===== src/rtl/maze_pkg.sv =====
// Shared definitions for the maze player: FSM state encoding, key bit
// positions, start/exit cell helpers and the score ceiling.
package maze_pkg;

  typedef enum logic [2:0] {
    ST_WAIT_MAZE = 3'd0,
    ST_IDLE      = 3'd1,
    ST_FETCH     = 3'd2,
    ST_WAIT      = 3'd3,
    ST_COMMIT    = 3'd4,
    ST_EXIT      = 3'd5
  } state_e;

  // Bit positions inside the 4-bit direction key vector
  localparam int DIR_UP    = 0;
  localparam int DIR_DOWN  = 1;
  localparam int DIR_LEFT  = 2;
  localparam int DIR_RIGHT = 3;

  // Every maze starts the player in cell (1,1)
  localparam logic [7:0] START_X = 8'd1;
  localparam logic [7:0] START_Y = 8'd1;

  // Score display is two decimal digits, so it stops here
  localparam logic [7:0] SCORE_MAX = 8'd99;

  // Exit cell sits on the bottom row, one column in from the right edge
  function automatic logic [7:0] exit_x(input int width);
    return 8'(width - 2);
  endfunction

  function automatic logic [7:0] exit_y(input int height);
    return 8'(height - 1);
  endfunction

  // True when exactly one key is held
  function automatic logic dir_is_onehot(input logic [3:0] d);
    return (d != 4'd0) && ((d & (d - 4'd1)) == 4'd0);
  endfunction

endpackage


===== src/rtl/maze_if.sv =====
// Maze memory link: read address out, cell data and maze-valid flag in,
// plus the regeneration request toward the maze generator.
interface maze_if;
  logic        maze_ready;
  logic        maze_data;
  logic [10:0] maze_addr;
  logic        new_maze;

  modport master (input maze_ready, input maze_data, output maze_addr, output new_maze);
  modport slave  (output maze_ready, output maze_data, input maze_addr, input new_maze);
endinterface


===== src/rtl/cell_addr_calc.sv =====
// Linear cell index x + WIDTH*y for the row-major maze memory.
module cell_addr_calc #(
  parameter int WIDTH = 30
) (
  input  logic [7:0]  x_i,
  input  logic [7:0]  y_i,
  output logic [10:0] addr_o
);
  assign addr_o = 11'(x_i) + 11'(WIDTH) * 11'(y_i);
endmodule


===== src/rtl/player_controller.sv =====
// Player movement controller: turns key presses into wall-checked moves
// through a fixed-latency maze memory, and handles exit/score/regeneration.
// Optional build macro PLAYER_REPEAT_EN adds held-key auto-repeat.
module player_controller
  import maze_pkg::*;
#(
  parameter int WIDTH         = 30,
  parameter int HEIGHT        = 40,
  parameter int READ_LATENCY  = 2,
  parameter int REPEAT_CYCLES = 12500000
) (
  input  logic       clock,
  input  logic       reset,
  input  logic [3:0] direction,
  input  logic       freeze,
  maze_if.master     mem,
  output logic [7:0] player_x,
  output logic [7:0] player_y,
  output logic       move_done,
  output logic [7:0] mazes_complete
);

  localparam int               WAIT_W    = (READ_LATENCY > 1) ? $clog2(READ_LATENCY) : 1;
  localparam logic [WAIT_W-1:0] WAIT_LAST = WAIT_W'(READ_LATENCY - 1);
  localparam logic [7:0]       LAST_X    = 8'(WIDTH - 1);
  localparam logic [7:0]       LAST_Y    = 8'(HEIGHT - 1);
  localparam logic [7:0]       EXIT_X    = exit_x(WIDTH);
  localparam logic [7:0]       EXIT_Y    = exit_y(HEIGHT);

  // Reject geometries the 8-bit position / 11-bit address cannot express
  if (READ_LATENCY < 1 || REPEAT_CYCLES < 1 || WIDTH > 256 || HEIGHT > 256 ||
      WIDTH * HEIGHT > 2048) begin : g_bad_cfg
    $error("player_controller: unsupported parameter set");
  end

  state_e            state_q, state_d;
  logic [7:0]        px_q, px_d, py_q, py_d;
  logic [7:0]        tx_q, tx_d, ty_q, ty_d;
  logic [3:0]        dir_prev_q;
  logic [WAIT_W-1:0] wait_cnt_q, wait_cnt_d;
  logic              data_q, data_d;
  logic [7:0]        score_q, score_d;
  logic              sel_target, done_pulse, exit_pulse;
  logic [7:0]        cand_x, cand_y;
  logic              cand_ok, new_press, repeat_fire, request;
  logic [7:0]        addr_x, addr_y;
  logic [10:0]       cell_addr;

  assign new_press = dir_is_onehot(direction) && (direction != dir_prev_q);

`ifdef PLAYER_REPEAT_EN
  localparam int              REP_W    = (REPEAT_CYCLES > 1) ? $clog2(REPEAT_CYCLES) : 1;
  localparam logic [REP_W-1:0] REP_LAST = REP_W'(REPEAT_CYCLES - 1);
  logic [REP_W-1:0] rep_cnt_q;
  logic             held;

  assign held        = dir_is_onehot(direction) && (direction == dir_prev_q);
  assign repeat_fire = held && (rep_cnt_q == REP_LAST);

  // Count cycles a single key stays held; restart on release, change or fire
  always_ff @(posedge clock) begin
    if (reset || !held || repeat_fire) rep_cnt_q <= '0;
    else                               rep_cnt_q <= rep_cnt_q + 1'b1;
  end
`else
  assign repeat_fire = 1'b0;
`endif

  assign request = (new_press || repeat_fire) && !freeze;

  // Neighbour cell in the pressed direction, flagged invalid at the maze edge
  always_comb begin
    cand_x  = px_q;
    cand_y  = py_q;
    cand_ok = 1'b0;
    if (direction[DIR_UP]) begin
      cand_y  = py_q - 8'd1;
      cand_ok = (py_q != 8'd0);
    end else if (direction[DIR_DOWN]) begin
      cand_y  = py_q + 8'd1;
      cand_ok = (py_q != LAST_Y);
    end else if (direction[DIR_LEFT]) begin
      cand_x  = px_q - 8'd1;
      cand_ok = (px_q != 8'd0);
    end else if (direction[DIR_RIGHT]) begin
      cand_x  = px_q + 8'd1;
      cand_ok = (px_q != LAST_X);
    end
  end

  // Next-state and pulse decode; losing the maze always wins over everything
  always_comb begin
    state_d    = state_q;
    px_d       = px_q;
    py_d       = py_q;
    tx_d       = tx_q;
    ty_d       = ty_q;
    wait_cnt_d = wait_cnt_q;
    data_d     = data_q;
    score_d    = score_q;
    sel_target = 1'b0;
    done_pulse = 1'b0;
    exit_pulse = 1'b0;
    unique case (state_q)
      ST_WAIT_MAZE: if (mem.maze_ready) state_d = ST_IDLE;
      ST_IDLE: begin
        if (!mem.maze_ready) state_d = ST_WAIT_MAZE;
        else if (request && cand_ok) begin
          tx_d    = cand_x;
          ty_d    = cand_y;
          state_d = ST_FETCH;
        end
      end
      ST_FETCH: begin
        sel_target = 1'b1;
        if (!mem.maze_ready) state_d = ST_WAIT_MAZE;
        else if (freeze)     state_d = ST_IDLE;
        else begin
          wait_cnt_d = '0;
          state_d    = ST_WAIT;
        end
      end
      ST_WAIT: begin
        sel_target = 1'b1;
        if (!mem.maze_ready) state_d = ST_WAIT_MAZE;
        else if (freeze)     state_d = ST_IDLE;
        else if (wait_cnt_q == WAIT_LAST) begin
          data_d  = mem.maze_data;
          state_d = ST_COMMIT;
        end else begin
          wait_cnt_d = wait_cnt_q + 1'b1;
        end
      end
      ST_COMMIT: begin
        sel_target = 1'b1;
        if (!mem.maze_ready) state_d = ST_WAIT_MAZE;
        else if (data_q) begin
          done_pulse = 1'b1;
          px_d       = tx_q;
          py_d       = ty_q;
          state_d    = (tx_q == EXIT_X && ty_q == EXIT_Y) ? ST_EXIT : ST_IDLE;
        end else begin
          state_d = ST_IDLE;
        end
      end
      ST_EXIT: begin
        exit_pulse = 1'b1;
        px_d       = START_X;
        py_d       = START_Y;
        score_d    = (score_q >= SCORE_MAX) ? SCORE_MAX : score_q + 8'd1;
        state_d    = ST_WAIT_MAZE;
      end
      default: state_d = ST_WAIT_MAZE;
    endcase
  end

  // State and datapath registers; reset drops any in-flight move
  always_ff @(posedge clock) begin
    if (reset) begin
      state_q    <= ST_WAIT_MAZE;
      px_q       <= START_X;
      py_q       <= START_Y;
      tx_q       <= START_X;
      ty_q       <= START_Y;
      dir_prev_q <= '0;
      wait_cnt_q <= '0;
      data_q     <= 1'b0;
      score_q    <= '0;
    end else begin
      state_q    <= state_d;
      px_q       <= px_d;
      py_q       <= py_d;
      tx_q       <= tx_d;
      ty_q       <= ty_d;
      dir_prev_q <= direction;
      wait_cnt_q <= wait_cnt_d;
      data_q     <= data_d;
      score_q    <= score_d;
    end
  end

  // Memory sees the target while a lookup is in flight, otherwise the player cell
  assign addr_x = sel_target ? tx_q : px_q;
  assign addr_y = sel_target ? ty_q : py_q;

  cell_addr_calc #(.WIDTH(WIDTH)) u_addr (
    .x_i   (addr_x),
    .y_i   (addr_y),
    .addr_o(cell_addr)
  );

  assign mem.maze_addr  = cell_addr;
  assign mem.new_maze   = exit_pulse & ~reset;
  assign move_done      = done_pulse & ~reset;
  assign player_x       = px_q;
  assign player_y       = py_q;
  assign mazes_complete = score_q;

endmodule


===== src/flat_wrapper.sv =====
// flat-port wrapper written by rule: the top's interface ports become plain ports
module player_controller_flat import maze_pkg::*;
#(
  parameter int WIDTH         = 30,
  parameter int HEIGHT        = 40,
  parameter int READ_LATENCY  = 2,
  parameter int REPEAT_CYCLES = 12500000
)
  (clock, reset, direction, freeze, player_x, player_y, move_done, mazes_complete, mem_maze_ready, mem_maze_data, mem_maze_addr, mem_new_maze);
  maze_if mem_i ();
  input  logic clock;
  input  logic reset;
  input  logic [3:0] direction;
  input  logic freeze;
  output logic [7:0] player_x;
  output logic [7:0] player_y;
  output logic move_done;
  output logic [7:0] mazes_complete;
  input wire logic [$bits(mem_i.maze_ready)-1:0] mem_maze_ready;
  input wire logic [$bits(mem_i.maze_data)-1:0] mem_maze_data;
  output wire logic [$bits(mem_i.maze_addr)-1:0] mem_maze_addr;
  output wire logic [$bits(mem_i.new_maze)-1:0] mem_new_maze;
  assign mem_i.maze_ready = mem_maze_ready;
  assign mem_i.maze_data = mem_maze_data;
  assign mem_maze_addr = mem_i.maze_addr;
  assign mem_new_maze = mem_i.new_maze;
  player_controller #(.WIDTH(WIDTH), .HEIGHT(HEIGHT), .READ_LATENCY(READ_LATENCY), .REPEAT_CYCLES(REPEAT_CYCLES)) u_core (.clock(clock), .reset(reset), .direction(direction), .freeze(freeze), .mem(mem_i), .player_x(player_x), .player_y(player_y), .move_done(move_done), .mazes_complete(mazes_complete));
endmodule

===== config.mk =====
export PLATFORM = sky130hd
export DESIGN_NAME = player_controller_flat
export DESIGN_NICKNAME = d
export VERILOG_FILES = /design/src/rtl/maze_pkg.sv /design/src/rtl/maze_if.sv /design/src/rtl/cell_addr_calc.sv /design/src/rtl/player_controller.sv /design/src/flat_wrapper.sv
export SDC_FILE = /design/constraint.sdc
export NUM_CORES = 1
export LEC_CHECK = 0
export BUFFER_PORTS_ARGS = -buffer_cell sky130_fd_sc_hd__buf_2
export CORE_AREA = 2 2 85 87
export CTS_BUF_LIST = sky130_fd_sc_hd__clkbuf_16
export DETAILED_ROUTE_END_ITERATION = 10
export DIE_AREA = 0 0 87 89
export PLACE_DENSITY_LB_ADDON = 0.08
export SETUP_SLACK_MARGIN = 0.02
export SYNTH_ARGS = -nofsm -noshare
export SYNTH_HDL_FRONTEND = slang
export SYNTH_SLANG_ARGS = --single-unit

===== constraint.sdc =====
create_clock -name clock -period 6.6 [get_ports clock]
set_input_delay 0.99 -clock clock [delete_from_list [all_inputs] [get_ports clock]]
set_output_delay 0.99 -clock clock [all_outputs]
set_load 0.05 [all_outputs]

==> reports/qor.yml <==
routing:
  wl_per_cell_um: 15.54
  ant_nets: 0
  drt_iter0_markers: 200
  first_pass_iters: 4
  vias: 3475
  routed_wl_mm: 9.078
  drc: 0
  vias_per_cell: 5.950
synthesis:
  synth_seq_cells: 49
  ys_types: 63
  synth_top_cell_by_area: "dfxtp_1"
  yosysWarnings: 0
  synth_area_leaders: "dfxtp_1, ha_1, fa_1"
  avgSynthCellArea_um2: 8.205
  synth_seq_area_share: 0.2517
  synth_commonest_cells: "dfxtp_1, a21oi_1, inv_1, nand2_1, nor2_1"
  async_flop_share: 0
  synth_most_common_cell: "dfxtp_1"
  netlist_area_mm2: 0.003897
  synth_edf_count: 0
  synthesis.nets: 523
  synth_flop_cell: "dfxtp_1"
  yosysTopAreaCellShare: 0.2517
  synthCells: 475
setup_path:
  cp_max_fo: 16
  r2r_slack_ns: 4.25
  cpMostUsedCell: "ha_1"
  arrival_ns: 5.11
  critPathCaptureType: "output pin"
  crit_required_ns: 5.61
  slowest_stage: "fa_1"
  path_class: "reg -> out"
  reg2regPathDepth: 6
  startpoint_type: "register"
  slowest_delay_ns: 0.49
  timing.rr.end: "u_core.ty_q[3]$_SDFFE_PP0P_"
  cp_cell_sequence: "nand2b_1, nor2_1, nor2_1, buf_4, mux2_2, xor2_1, ha_1, inv_1, fa_1, inv_1, ha_1, nor2b_1, o31a_1, a21oi_1, ha_1, a21o_1, a31oi_1, nand3b_1, xnor3_1, buf_2"
  r2r-start: "u_core.player_y[0]$_SDFFE_PP1P_"
clock_tree:
  clock_latency_ns: 0.29
  postCtsHoldBufs: 0
  postCtsSetupBuffers: 0
  cts_tree: "yes"
  post_cts_resized: 0
  clock-sinks: 49
  cts_made_buffers: 5
  clk_pin_slew_worst_paths_ns: 0.07
  cts_root_buffer: "clkbuf_16"
  cts_htree_levels: 2
  clockBufferDepth: 2
outcome:
  status: "completed"
placed_design:
  place_congestion: 0.8933
  dpl_cell_area_mm2: 0.004108
  place_inst: 577
  io_buffers: 45
  dp_hpwl_mm: 6.803
  dpl_worst_slack_ns: 0.8807
die:
  coreArea_mm2: 0.006719
  die_h_um: 89
  die_w_um: 87
  row_count: 30
  die-area_mm2: 0.007743
  io_pins: 46
  start_util: 0.5801
layout:
  final_core_util: 0.6317
  final_nets: 552
  design_area_mm2: 0.004244
  num_antenna_cells: 0
  final_cells: 584
  drive_gt1_frac: 0.1587
  area_growth_pct: 8.892
sta:
  fmax_mhz: 164.0
  slew_violations: 0
  fin_setup_tns_ns: 0
  finalSetupViolCount: 0
  hold_ws_ns: 0.4845
  final.setup_skew_ns: 0.007570
  worst_slack_ns: 0.5012
  hold_violations: 0
  grt_setup_unrepaired: "no"
  worst_pin_slew_ns: 1.154
  fin_crit_ns: 6.099
  finalCritPeriodShare: 0.9241
  max-slew-margin-rel: 0.2278
power_and_ir_drop:
  leakagePower_nw: 1.827
  cellPowerDensity_mw_per_mm2: 141.0
  ir_drop_uv: 97.74
  finalPower_mw: 0.5986
global_route:
  antenna_found_initial: 0
  grt_start_max_net_pins: 52
  grt_usage: 0.2413
  grt_pass1_vias: 3146
  overflow: 0
  grt_pass1_wl_mm: 15.06
min_path:
  min_path_cells: 2
  worstHoldStart: "u_core.wait_cnt_q$_SDFFE_PP0P_"
  hold_end: "u_core.wait_cnt_q$_SDFFE_PP0P_"
  hp-class: "reg -> reg"
run:
  max_cap_viol_count: 0
==> worst max path at each step <==
stage | cells past startpoint | start | slack [ns] | to
after global placement | 18 | u_core.state_q[1]$_SDFFE_PP0P_ | 1.01 | mem_maze_addr[10]
after detailed placement | 20 | u_core.state_q[1]$_SDFFE_PP0P_ | 0.88 | mem_maze_addr[10]
after CTS | 20 | u_core.state_q[1]$_SDFFE_PP0P_ | 0.53 | mem_maze_addr[10]
after floorplan | 16 | u_core.state_q[1]$_SDFFE_PP0P_ | 0.79 | mem_maze_addr[9]
final | 20 | u_core.state_q[1]$_SDFFE_PP0P_ | 0.50 | mem_maze_addr[10]
after global routing | 18 | u_core.state_q[1]$_SDFFE_PP0P_ | 0.18 | mem_maze_addr[10]
==> final cells by class <==
cell class / count / area (um2)
clock buffers: 5 / 125.1
fillers: 606 / 2475
inverters: 37 / 138.9
multi-input cells: 364 / 2648
clock inverters: 2 / 11.26
flip-flops and latches: 49 / 980.9
repair buffers: 47 / 240.2
well taps: 80 / 100.1
==> per-layer routing <==
metal | global-route usage | up-vias | wire length, um
met5 | 0 | - | 0
met4 | 0.04261 | 0 | 53
met3 | 0.02862 | 8 | 339
met2 | 0.4261 | 88 | 4423
met1 | 0.3216 | 1653 | 4263
li1 | - | 1726 | -
==> worst max-delay path: cells and delay by family, from the launching register on <==
kind,cells,cell delay (ns)
fa+ha+maj,4,1.39
simple gates,5,0.70
xor+xnor,2,0.45
mux,1,0.44
compound gates,4,0.86
buf+inv,4,0.56
flops,1,0.41
==> registers in the layout, summed over array words and instances (netlist names) <==
signal / flops
u_core.player_x: 8
u_core.dir_prev_q: 4
u_core.mazes_complete: 8
u_core.ty_q: 8
u_core.data_q: 1
u_core.player_y: 8
u_core.wait_cnt_q: 1
u_core.state_q: 3
u_core.tx_q: 8
==> placed cells by master (no fill, tap or decap), types with 5 or more instances in the layout <==
cell type and n:
dfxtp_1 49, buf_2 45, a21oi_1 40, inv_1 37, nand2_1 37, nor2_1 34
nand3_1 29, ha_1 28, xnor2_1 25, o21ai_0 22, nor2b_1 14, mux2_2 12
fa_1 11, xor2_1 8, o21bai_1 6, nand4_1 6, a21oi_2 6, a311oi_1 6
mux2i_1 5, nand3b_1 5, nor3_1 5, clkbuf_16 5
==> kinds of logic after synthesis <==
kind of cell    share of synthesized area
xor+xnor                          0.07994
mux                               0.04751
simple gates                       0.2228
fa+ha+maj                          0.1490
flops                              0.2517
buf+inv                           0.06902
compound gates                     0.1801
==> power breakdown <==
part / internal, mW / total (mW) / switching, mW / leakage [nW]
clock network: 0.137 / 0.252 / 0.115 / 0.0633
registers: 0.298 / 0.302 / 0.00325 / 0.396
logic: 0.0154 / 0.0450 / 0.0296 / 1.37
No activity file was read; power rests on OpenSTA's default activity.
